**src/rtl/keypad_pkg.sv**
```systemverilog
// keypad_pkg: shared types and constants for the matrix keypad scanner.
//   kp_state_e - scanner FSM states
//   KEY_*      - codes of the calculator function keys
//   clog2()    - ceiling log2, usable in constant expressions
package keypad_pkg;

  typedef enum logic [1:0] {
    ST_SCAN,
    ST_PRESS_DB,
    ST_HELD,
    ST_RELEASE_DB
  } kp_state_e;

  localparam logic [3:0] KEY_ADD = 4'd10;
  localparam logic [3:0] KEY_SUB = 4'd11;
  localparam logic [3:0] KEY_MUL = 4'd12;
  localparam logic [3:0] KEY_DIV = 4'd13;
  localparam logic [3:0] KEY_EQU = 4'd14;
  localparam logic [3:0] KEY_CLR = 4'd15;

  function automatic int unsigned clog2(input int unsigned value);
    int unsigned result;
    result = 0;
    for (int unsigned i = 0; i < 32; i++) begin
      if ((32'd1 << i) < value) result = i + 1;
    end
    return result;
  endfunction

endpackage

```
**src/rtl/keypad_fifo.sv**
```systemverilog
// keypad_fifo: small synchronous FIFO that buffers key events.
//   clk_i, rst_ni   - clock, asynchronous active-low reset
//   push_i, data_i  - write request and data (ignored when full, unless popping)
//   pop_i           - read request (ignored when empty)
//   data_o          - head entry, valid while empty_o is low
//   full_o, empty_o - occupancy flags
// DEPTH must be a power of two so the pointers wrap on their own.
module keypad_fifo
  import keypad_pkg::*;
#(
  parameter int unsigned WIDTH = 4,
  parameter int unsigned DEPTH = 4
) (
  input  logic             clk_i,
  input  logic             rst_ni,
  input  logic             push_i,
  input  logic             pop_i,
  input  logic [WIDTH-1:0] data_i,
  output logic [WIDTH-1:0] data_o,
  output logic             full_o,
  output logic             empty_o
);

  localparam int unsigned AW = clog2(DEPTH);

  logic [WIDTH-1:0] mem_q [DEPTH];
  logic [AW-1:0]    wr_ptr_q, rd_ptr_q;
  logic [AW:0]      count_q;
  logic             do_push, do_pop;

  assign empty_o = (count_q == '0);
  assign full_o  = (count_q == (AW + 1)'(DEPTH));
  assign do_pop  = pop_i && !empty_o;
  // A pop frees the slot in the same cycle, so a full FIFO can still accept.
  assign do_push = push_i && (!full_o || do_pop);
  assign data_o  = mem_q[rd_ptr_q];

  always_ff @(posedge clk_i) begin
    if (do_push) mem_q[wr_ptr_q] <= data_i;
  end

  always_ff @(posedge clk_i or negedge rst_ni) begin
    if (!rst_ni) begin
      wr_ptr_q <= '0;
      rd_ptr_q <= '0;
      count_q  <= '0;
    end else begin
      if (do_push) wr_ptr_q <= wr_ptr_q + 1'b1;
      if (do_pop)  rd_ptr_q <= rd_ptr_q + 1'b1;
      case ({do_push, do_pop})
        2'b10:   count_q <= count_q + 1'b1;
        2'b01:   count_q <= count_q - 1'b1;
        default: count_q <= count_q;
      endcase
    end
  end

endmodule

```
**src/rtl/keypad_scanner.sv**
```systemverilog
// keypad_scanner: row-strobed matrix keypad scanner with debounce and event FIFO.
//   clk, rst_n - clock, asynchronous active-low reset
//   row_drive  - active-low row strobe (one row low while scanning)
//   col_sense  - active-low column returns, asynchronous
//   code       - key code at FIFO head (row*COLS+col), 0 when empty
//   press      - FIFO non-empty; ack pops the head
//   overflow   - sticky, an event was dropped on a full FIFO
//   key_held   - a debounced key is down
// Optional macro KEYPAD_AUTOREPEAT_EN adds auto-repeat while a key is held.
module keypad_scanner
  import keypad_pkg::*;
#(
  parameter int unsigned ROWS            = 4,
  parameter int unsigned COLS            = 4,
  parameter int unsigned SCAN_CYCLES     = 8,
  parameter int unsigned DEBOUNCE_CYCLES = 16,
  parameter int unsigned FIFO_DEPTH      = 4
`ifdef KEYPAD_AUTOREPEAT_EN
  ,
  parameter int unsigned REPEAT_DELAY    = 256,
  parameter int unsigned REPEAT_RATE     = 64
`endif
) (
  input  logic                          clk,
  input  logic                          rst_n,
  output logic [ROWS-1:0]               row_drive,
  input  logic [COLS-1:0]               col_sense,
  output logic [clog2(ROWS*COLS)-1:0]   code,
  output logic                          press,
  input  logic                          ack,
  output logic                          overflow,
  output logic                          key_held
);

  localparam int unsigned CODE_W = clog2(ROWS * COLS);
  localparam int unsigned RW     = clog2(ROWS);
  localparam int unsigned CW     = clog2(COLS);
  localparam int unsigned SW     = clog2(SCAN_CYCLES);
  localparam int unsigned DW     = clog2(DEBOUNCE_CYCLES + 1);

  kp_state_e         state_q, state_d;
  logic [RW-1:0]     row_q, row_d;
  logic [CW-1:0]     col_q, col_d;
  logic [SW-1:0]     scan_cnt_q, scan_cnt_d;
  logic [DW-1:0]     db_cnt_q, db_cnt_d;
  logic [ROWS-1:0]   row_drive_q;
  logic [COLS-1:0]   col_meta_q, col_sync_q;
  logic              overflow_q;
  logic              any_low, latched_low, push;
  logic [CW-1:0]     low_col;
  logic [CODE_W-1:0] new_code, head_code;
  logic              fifo_full, fifo_empty;

`ifdef KEYPAD_AUTOREPEAT_EN
  localparam int unsigned RPW = clog2(REPEAT_DELAY + REPEAT_RATE);
  logic [RPW-1:0] rep_cnt_q, rep_cnt_d;
  logic           rep_first_q, rep_first_d;
`endif

  always_comb begin
    any_low = 1'b0;
    low_col = '0;
    for (int unsigned c = 0; c < COLS; c++) begin
      if (!col_sync_q[c] && !any_low) begin
        any_low = 1'b1;
        low_col = CW'(c);
      end
    end
  end

  assign latched_low = !col_sync_q[col_q];
  assign new_code    = CODE_W'(row_q * COLS + col_q);

  always_comb begin
    state_d    = state_q;
    row_d      = row_q;
    col_d      = col_q;
    scan_cnt_d = scan_cnt_q;
    db_cnt_d   = db_cnt_q;
    push       = 1'b0;
`ifdef KEYPAD_AUTOREPEAT_EN
    rep_cnt_d   = '0;
    rep_first_d = 1'b0;
`endif
    case (state_q)
      ST_SCAN: begin
        // The first two samples of a row slot still reflect the previous
        // row through the synchroniser, so they are not trusted.
        if (scan_cnt_q >= SW'(2) && any_low) begin
          state_d    = ST_PRESS_DB;
          col_d      = low_col;
          db_cnt_d   = '0;
          scan_cnt_d = '0;
        end else if (scan_cnt_q == SW'(SCAN_CYCLES - 1)) begin
          scan_cnt_d = '0;
          row_d      = (row_q == RW'(ROWS - 1)) ? '0 : row_q + 1'b1;
        end else begin
          scan_cnt_d = scan_cnt_q + 1'b1;
        end
      end
      ST_PRESS_DB: begin
        if (db_cnt_q == DW'(DEBOUNCE_CYCLES)) begin
          push     = 1'b1;
          state_d  = ST_HELD;
          db_cnt_d = '0;
        end else if (latched_low) begin
          db_cnt_d = db_cnt_q + 1'b1;
        end else begin
          state_d    = ST_SCAN;
          scan_cnt_d = '0;
          db_cnt_d   = '0;
        end
      end
      ST_HELD: begin
        if (!latched_low) begin
          state_d  = ST_RELEASE_DB;
          db_cnt_d = '0;
        end else begin
`ifdef KEYPAD_AUTOREPEAT_EN
          rep_first_d = rep_first_q;
          if (rep_cnt_q == RPW'(rep_first_q ? REPEAT_RATE - 1 : REPEAT_DELAY - 1)) begin
            push        = 1'b1;
            rep_cnt_d   = '0;
            rep_first_d = 1'b1;
          end else begin
            rep_cnt_d = rep_cnt_q + 1'b1;
          end
`endif
        end
      end
      ST_RELEASE_DB: begin
        if (latched_low) begin
          state_d  = ST_HELD;
          db_cnt_d = '0;
        end else if (db_cnt_q == DW'(DEBOUNCE_CYCLES - 1)) begin
          state_d    = ST_SCAN;
          row_d      = '0;
          scan_cnt_d = '0;
          db_cnt_d   = '0;
        end else begin
          db_cnt_d = db_cnt_q + 1'b1;
        end
      end
      default: state_d = ST_SCAN;
    endcase
  end

  always_ff @(posedge clk or negedge rst_n) begin
    if (!rst_n) begin
      state_q     <= ST_SCAN;
      row_q       <= '0;
      col_q       <= '0;
      scan_cnt_q  <= '0;
      db_cnt_q    <= '0;
      row_drive_q <= '1;
      col_meta_q  <= '1;
      col_sync_q  <= '1;
      overflow_q  <= 1'b0;
`ifdef KEYPAD_AUTOREPEAT_EN
      rep_cnt_q   <= '0;
      rep_first_q <= 1'b0;
`endif
    end else begin
      state_q     <= state_d;
      row_q       <= row_d;
      col_q       <= col_d;
      scan_cnt_q  <= scan_cnt_d;
      db_cnt_q    <= db_cnt_d;
      row_drive_q <= ~(ROWS'(1) << row_d);
      col_meta_q  <= col_sense;
      col_sync_q  <= col_meta_q;
      // A full FIFO always has a head, so ack alone means a pop this cycle.
      overflow_q  <= overflow_q | (push && fifo_full && !ack);
`ifdef KEYPAD_AUTOREPEAT_EN
      rep_cnt_q   <= rep_cnt_d;
      rep_first_q <= rep_first_d;
`endif
    end
  end

  keypad_fifo #(
    .WIDTH (CODE_W),
    .DEPTH (FIFO_DEPTH)
  ) u_fifo (
    .clk_i   (clk),
    .rst_ni  (rst_n),
    .push_i  (push),
    .pop_i   (ack),
    .data_i  (new_code),
    .data_o  (head_code),
    .full_o  (fifo_full),
    .empty_o (fifo_empty)
  );

  assign row_drive = row_drive_q;
  assign press     = !fifo_empty;
  assign code      = fifo_empty ? '0 : head_code;
  assign overflow  = overflow_q;
  assign key_held  = (state_q == ST_HELD) || (state_q == ST_RELEASE_DB);

endmodule
```
**config.mk**
```make
export PLATFORM = sky130hd
export DESIGN_NAME = keypad_scanner
export DESIGN_NICKNAME = d
export VERILOG_FILES = /design/src/rtl/keypad_pkg.sv /design/src/rtl/keypad_fifo.sv /design/src/rtl/keypad_scanner.sv
export SDC_FILE = /design/constraint.sdc
export NUM_CORES = 1
export LEC_CHECK = 0
export ABC_AREA = 1
export CAP_MARGIN = 30
export CORE_ASPECT_RATIO = 0.5
export CORE_UTILIZATION = 50
export CTS_BUF_LIST = sky130_fd_sc_hd__clkbuf_16
export DETAILED_ROUTE_END_ITERATION = 16
export GPL_TIMING_DRIVEN = 1
export PLACE_DENSITY = 0.81
export SLEW_MARGIN = 20
export SYNTH_ARGS = -nofsm -noshare
export SYNTH_HDL_FRONTEND = slang
export SYNTH_SLANG_ARGS = --single-unit
```
**constraint.sdc**
```tcl
create_clock -name clk -period 3.1 [get_ports clk]
set_input_delay 0.465 -clock clk [delete_from_list [all_inputs] [get_ports clk]]
set_output_delay 0.465 -clock clk [all_outputs]
set_load 0.02 [all_outputs]
```
==> metrics.md <==
| Metric | Value |
|---|---|
| #FFs+latches synth | `50` |
| Antenna cells | `0` |
| Synth Area in Compound Gates | `approximately 6.0%` |
| Proportion of netlist area held by the largest area contributor | `~22%` |
| Netlist cell types | `25` |
| RSZ-0062 raised after global routing | `no` |
| Synth Area in Adders | `between 8 and 9%` |
| Core Area | `between 4000 and 5000 sq um` |
| Slowest-stage cell, CP | `clkdlybuf4s50_1` |
| Initial antenna violation count | `0` |
| Area of the die | `between 5000 and 6000 sq um` |
| Sw frac | `37.8%` |
| Critical Path AT | `about 1900 ps` |
| Syn nets | `~290` |
| Top-count cell post-synth | `nand2_1` |
| Syn Area/Cell | `around 9.5 sq um` |
| Synth area leader | `dfrtp_1` |
| Final setup vio count | `0` |
| Crit path max-delay family | `buffers and inverters` |
| CTS sink cnt | `50` |
| Largest net degree at the start of global routing | `35` |
| Most frequent cells after synthesis | `nand2_1, nor2_1, inv_1, dfrtp_1` |
| Via count | `approximately 1.8k` |
| Setup crit end kind | `output port` |
| TritonCTS clock tree | `built` |
| Hold Path Class | `reg -> reg` |
| Crit-path max cell delay | `roughly 620 ps` |
| Critical Path RT | `~2600 ps` |
| Total gr overflow | `0` |
| CTS buffer count | `5` |
| Die X-Extent | `approximately 100 microns` |
| Post-route ant nets | `0` |
| Final Cycle Share | `76.8%` |
| Share of flip-flops with an asynchronous set or reset | `between 60% and 70%` |
| P_int | `~1600 uW` |
| # H-tree levels | `2` |
| Fin cells | `roughly 360` |
| Post-synthesis mux area share | `0%` |
| Hold path depth | `0` |
| Clk pwr share | `24.2%` |
| NumNets Final | `312` |
| Placed Cells incl. Taps | `roughly 350` |
| DRT Wirelength | `roughly 4400 microns` |
| Reg2reg setup slack | `approximately 1100 ps` |
| Yosys warns | `0` |
| Max-slew violations | `0` |
| Area Growth Syn to Fin | `16.9%` |
| Die height | `~52 microns` |
| Post-CTS setup buffers | `0` |
| Worst hold slack | `357 ps` |
| Vias in the first global route | `roughly 1.7k` |
| Buf/Inv on CP | `2` |
| Critical Path Stages | `4` |
| Worst-path maximum fanout | `10` |
| DP HPWL | `between 3000 and 4000 microns` |
| Syn Inst Count | `between 200 and 300` |
| CTS clk-pin slew, worst paths | `about 70 ps` |
| Sw power | `between 900 and 1000 uW` |
| Fillers | `roughly 350` |
| Ports | `18` |
| Initial Util | `approximately 54%` |
| Final Hold Fails | `0` |
| Ys flop type | `dfrtp_1` |
| Total GRT Usage | `approximately 19%` |
| Initial drt markers | `between 80 and 90` |
| Crit-path cells | `inv_1 -> o21ai_0 -> a21oi_1 -> clkdlybuf4s50_1` |
| First-pass GRT wire length | `7530 microns` |
| Main combinational cell family by area after synthesis | `simple AND/OR/NAND/NOR gates` |
| Max Buffers Root-to-Sink | `2` |
| Clk Latency, worst-skew pair | `between 200 and 300 ps` |
| Max-Cap Viols | `0` |
| Post-cts sizing count | `0` |
| Slew @ Worst Pin | `around 420 ps` |
| Routed length per placed instance | `between 10 and 15 microns` |
| Crit start category | `register` |
| First-pass iteration count of the detailed router | `6` |
| CTS Root Cell | `clkbuf_16` |
| Share of cells above drive strength 1 | `approximately 17%` |
| Row cnt | `17` |
| Logic pwr share | `between 30% and 40%` |
| GPL Wtd Cong | `between 0.8 and 0.9` |
| Setup Crit Path Kind | `reg -> out` |
| Simple-gate area share of the yosys netlist | `around a quarter` |
| R2R cell count | `12` |
| Pwr dens | `863 nW/um^2` |
| Setup Skew | `approximately 12 ps` |
| Via density | `slightly above 5` |
| Post-Synth XOR/XNOR Area | `roughly 1.7%` |
| Synth Cell Area | `roughly 2500 sq um` |
| Peak supply drop | `370 uV` |
| Sequential area share after synthesis | `53.8%` |
| Static leakage | `about 0.0014 uW` |
| F_max | `420 MHz` |
| Largest cells by area after synthesis | `dfrtp_1, edfxtp_1, dfstp_2, ha_1, nand2_1` |
| PortBufs | `17` |
| Power after layout | `between 2000 and 3000 uW` |
| Status | `completed` |
| Residual DRC | `0` |
| Number of flops mapped to enable cells by yosys | `16` |
| Setup tns final | `0 ps` |
| Slew HR | `about 72%` |
| Seq pwr share | `between 30% and 40%` |
| Hold Buf Count CTS | `0` |
| Crit path time final | `about 2400 ps` |
cell families after synthesis:
logic type / Yosys count
compound gates: 26
xor+xnor: 5
fa+ha+maj: 17
buf+inv: 37
flops: 50
simple gates: 129
layer usage:
metal	GRT usage, %	routed length (microns)	up-vias
li1	-	-	888
met1	23.5	2030	835
met2	32.3	2080	49
met3	6.05	221	13
met4	8.81	100	0
met5	0	0	-
placed cells by master (no fill, tap or decap), types with 8 or more instances in the layout:
master	instances
nand2_1	53
nor2_1	34
inv_1	32
dfrtp_1	22
clkdlybuf4s50_1	17
nand3_1	16
ha_1	16
edfxtp_1	16
dfstp_2	12
o21ai_0	11
nand2_2	10
a21oi_1	8
power groups by stage:
stage | Sequential, uW | Combinational, uW | Clock (uW)
6_report | 946 | 969 | 611
5_1_grt | 961 | 1080 | 644
4_1_cts | 945 | 967 | 620
3_5_place_dp | 957 | 946 | 0
3_3_place_gp | 946 | 908 | 0
2_1_floorplan | 928 | 686 | 0
registers in the layout, indices dropped and copies added, names as in the netlist:
register         count
col_meta_q           4
col_q                2
col_sync_q           4
db_cnt_q             5
overflow             1
row_drive            4
row_q                2
scan_cnt_q           3
state_q              2
u_fifo.count_q       3
u_fifo.mem_q        16
u_fifo.rd_ptr_q      2
u_fifo.wr_ptr_q      2
worst register-to-register path: stages (launching register included):
cell and delay (ps):
dfrtp_1 400, inv_1 100, ha_1 260, nand3_2 170
nand3_1 170, inv_1 70, fa_1 390, inv_1 80
nand2_1 60, nand2_1 70, nand2_1 40, nand2_1 50
inv_1 30
path summary, 6_finish.rpt:
path / from / to
worst max-delay path: u_fifo.rd_ptr_q[0]$_DFFE_PN0P_ / code[0]
worst min-delay path: col_meta_q[2]$_DFF_PN1_ / col_sync_q[2]$_DFF_PN1_
worst max register to register: state_q[1]$_DFFE_PN0P_ / u_fifo.count_q[2]$_DFFE_PN0P_
worst min register to register: col_meta_q[2]$_DFF_PN1_ / col_sync_q[2]$_DFF_PN1_
max in group asynchronous: rst_n / row_drive[1]$_DFF_PN1_
min in group asynchronous: rst_n / overflow$_DFF_PN0_
area by class of cell:
class	count	area, sq um	share of cell area [%]
flip-flops and latches	50	1350	46.0
multi-input cells	177	1020	34.8
repair buffers	18	178	6.07
inverters	36	135	4.62
clock buffers	5	125	4.28
well taps	66	82.6	2.82
clock inverters	3	42.5	1.45
metrics by stage:
step / worst slack, ps / utilization (%) / instance area (sq um)
2_1_floorplan: 1310 / - / 2500
3_3_place_gp: 1140 / 60.0 / 2760
3_5_place_dp: 1040 / 60.0 / 2760
4_1_cts: 728 / 63.7 / 2930
5_1_grt: 594 / 63.7 / 2930
6_report: 718 / 63.7 / 2930
Note: power is estimated with default switching activity, not from simulation.
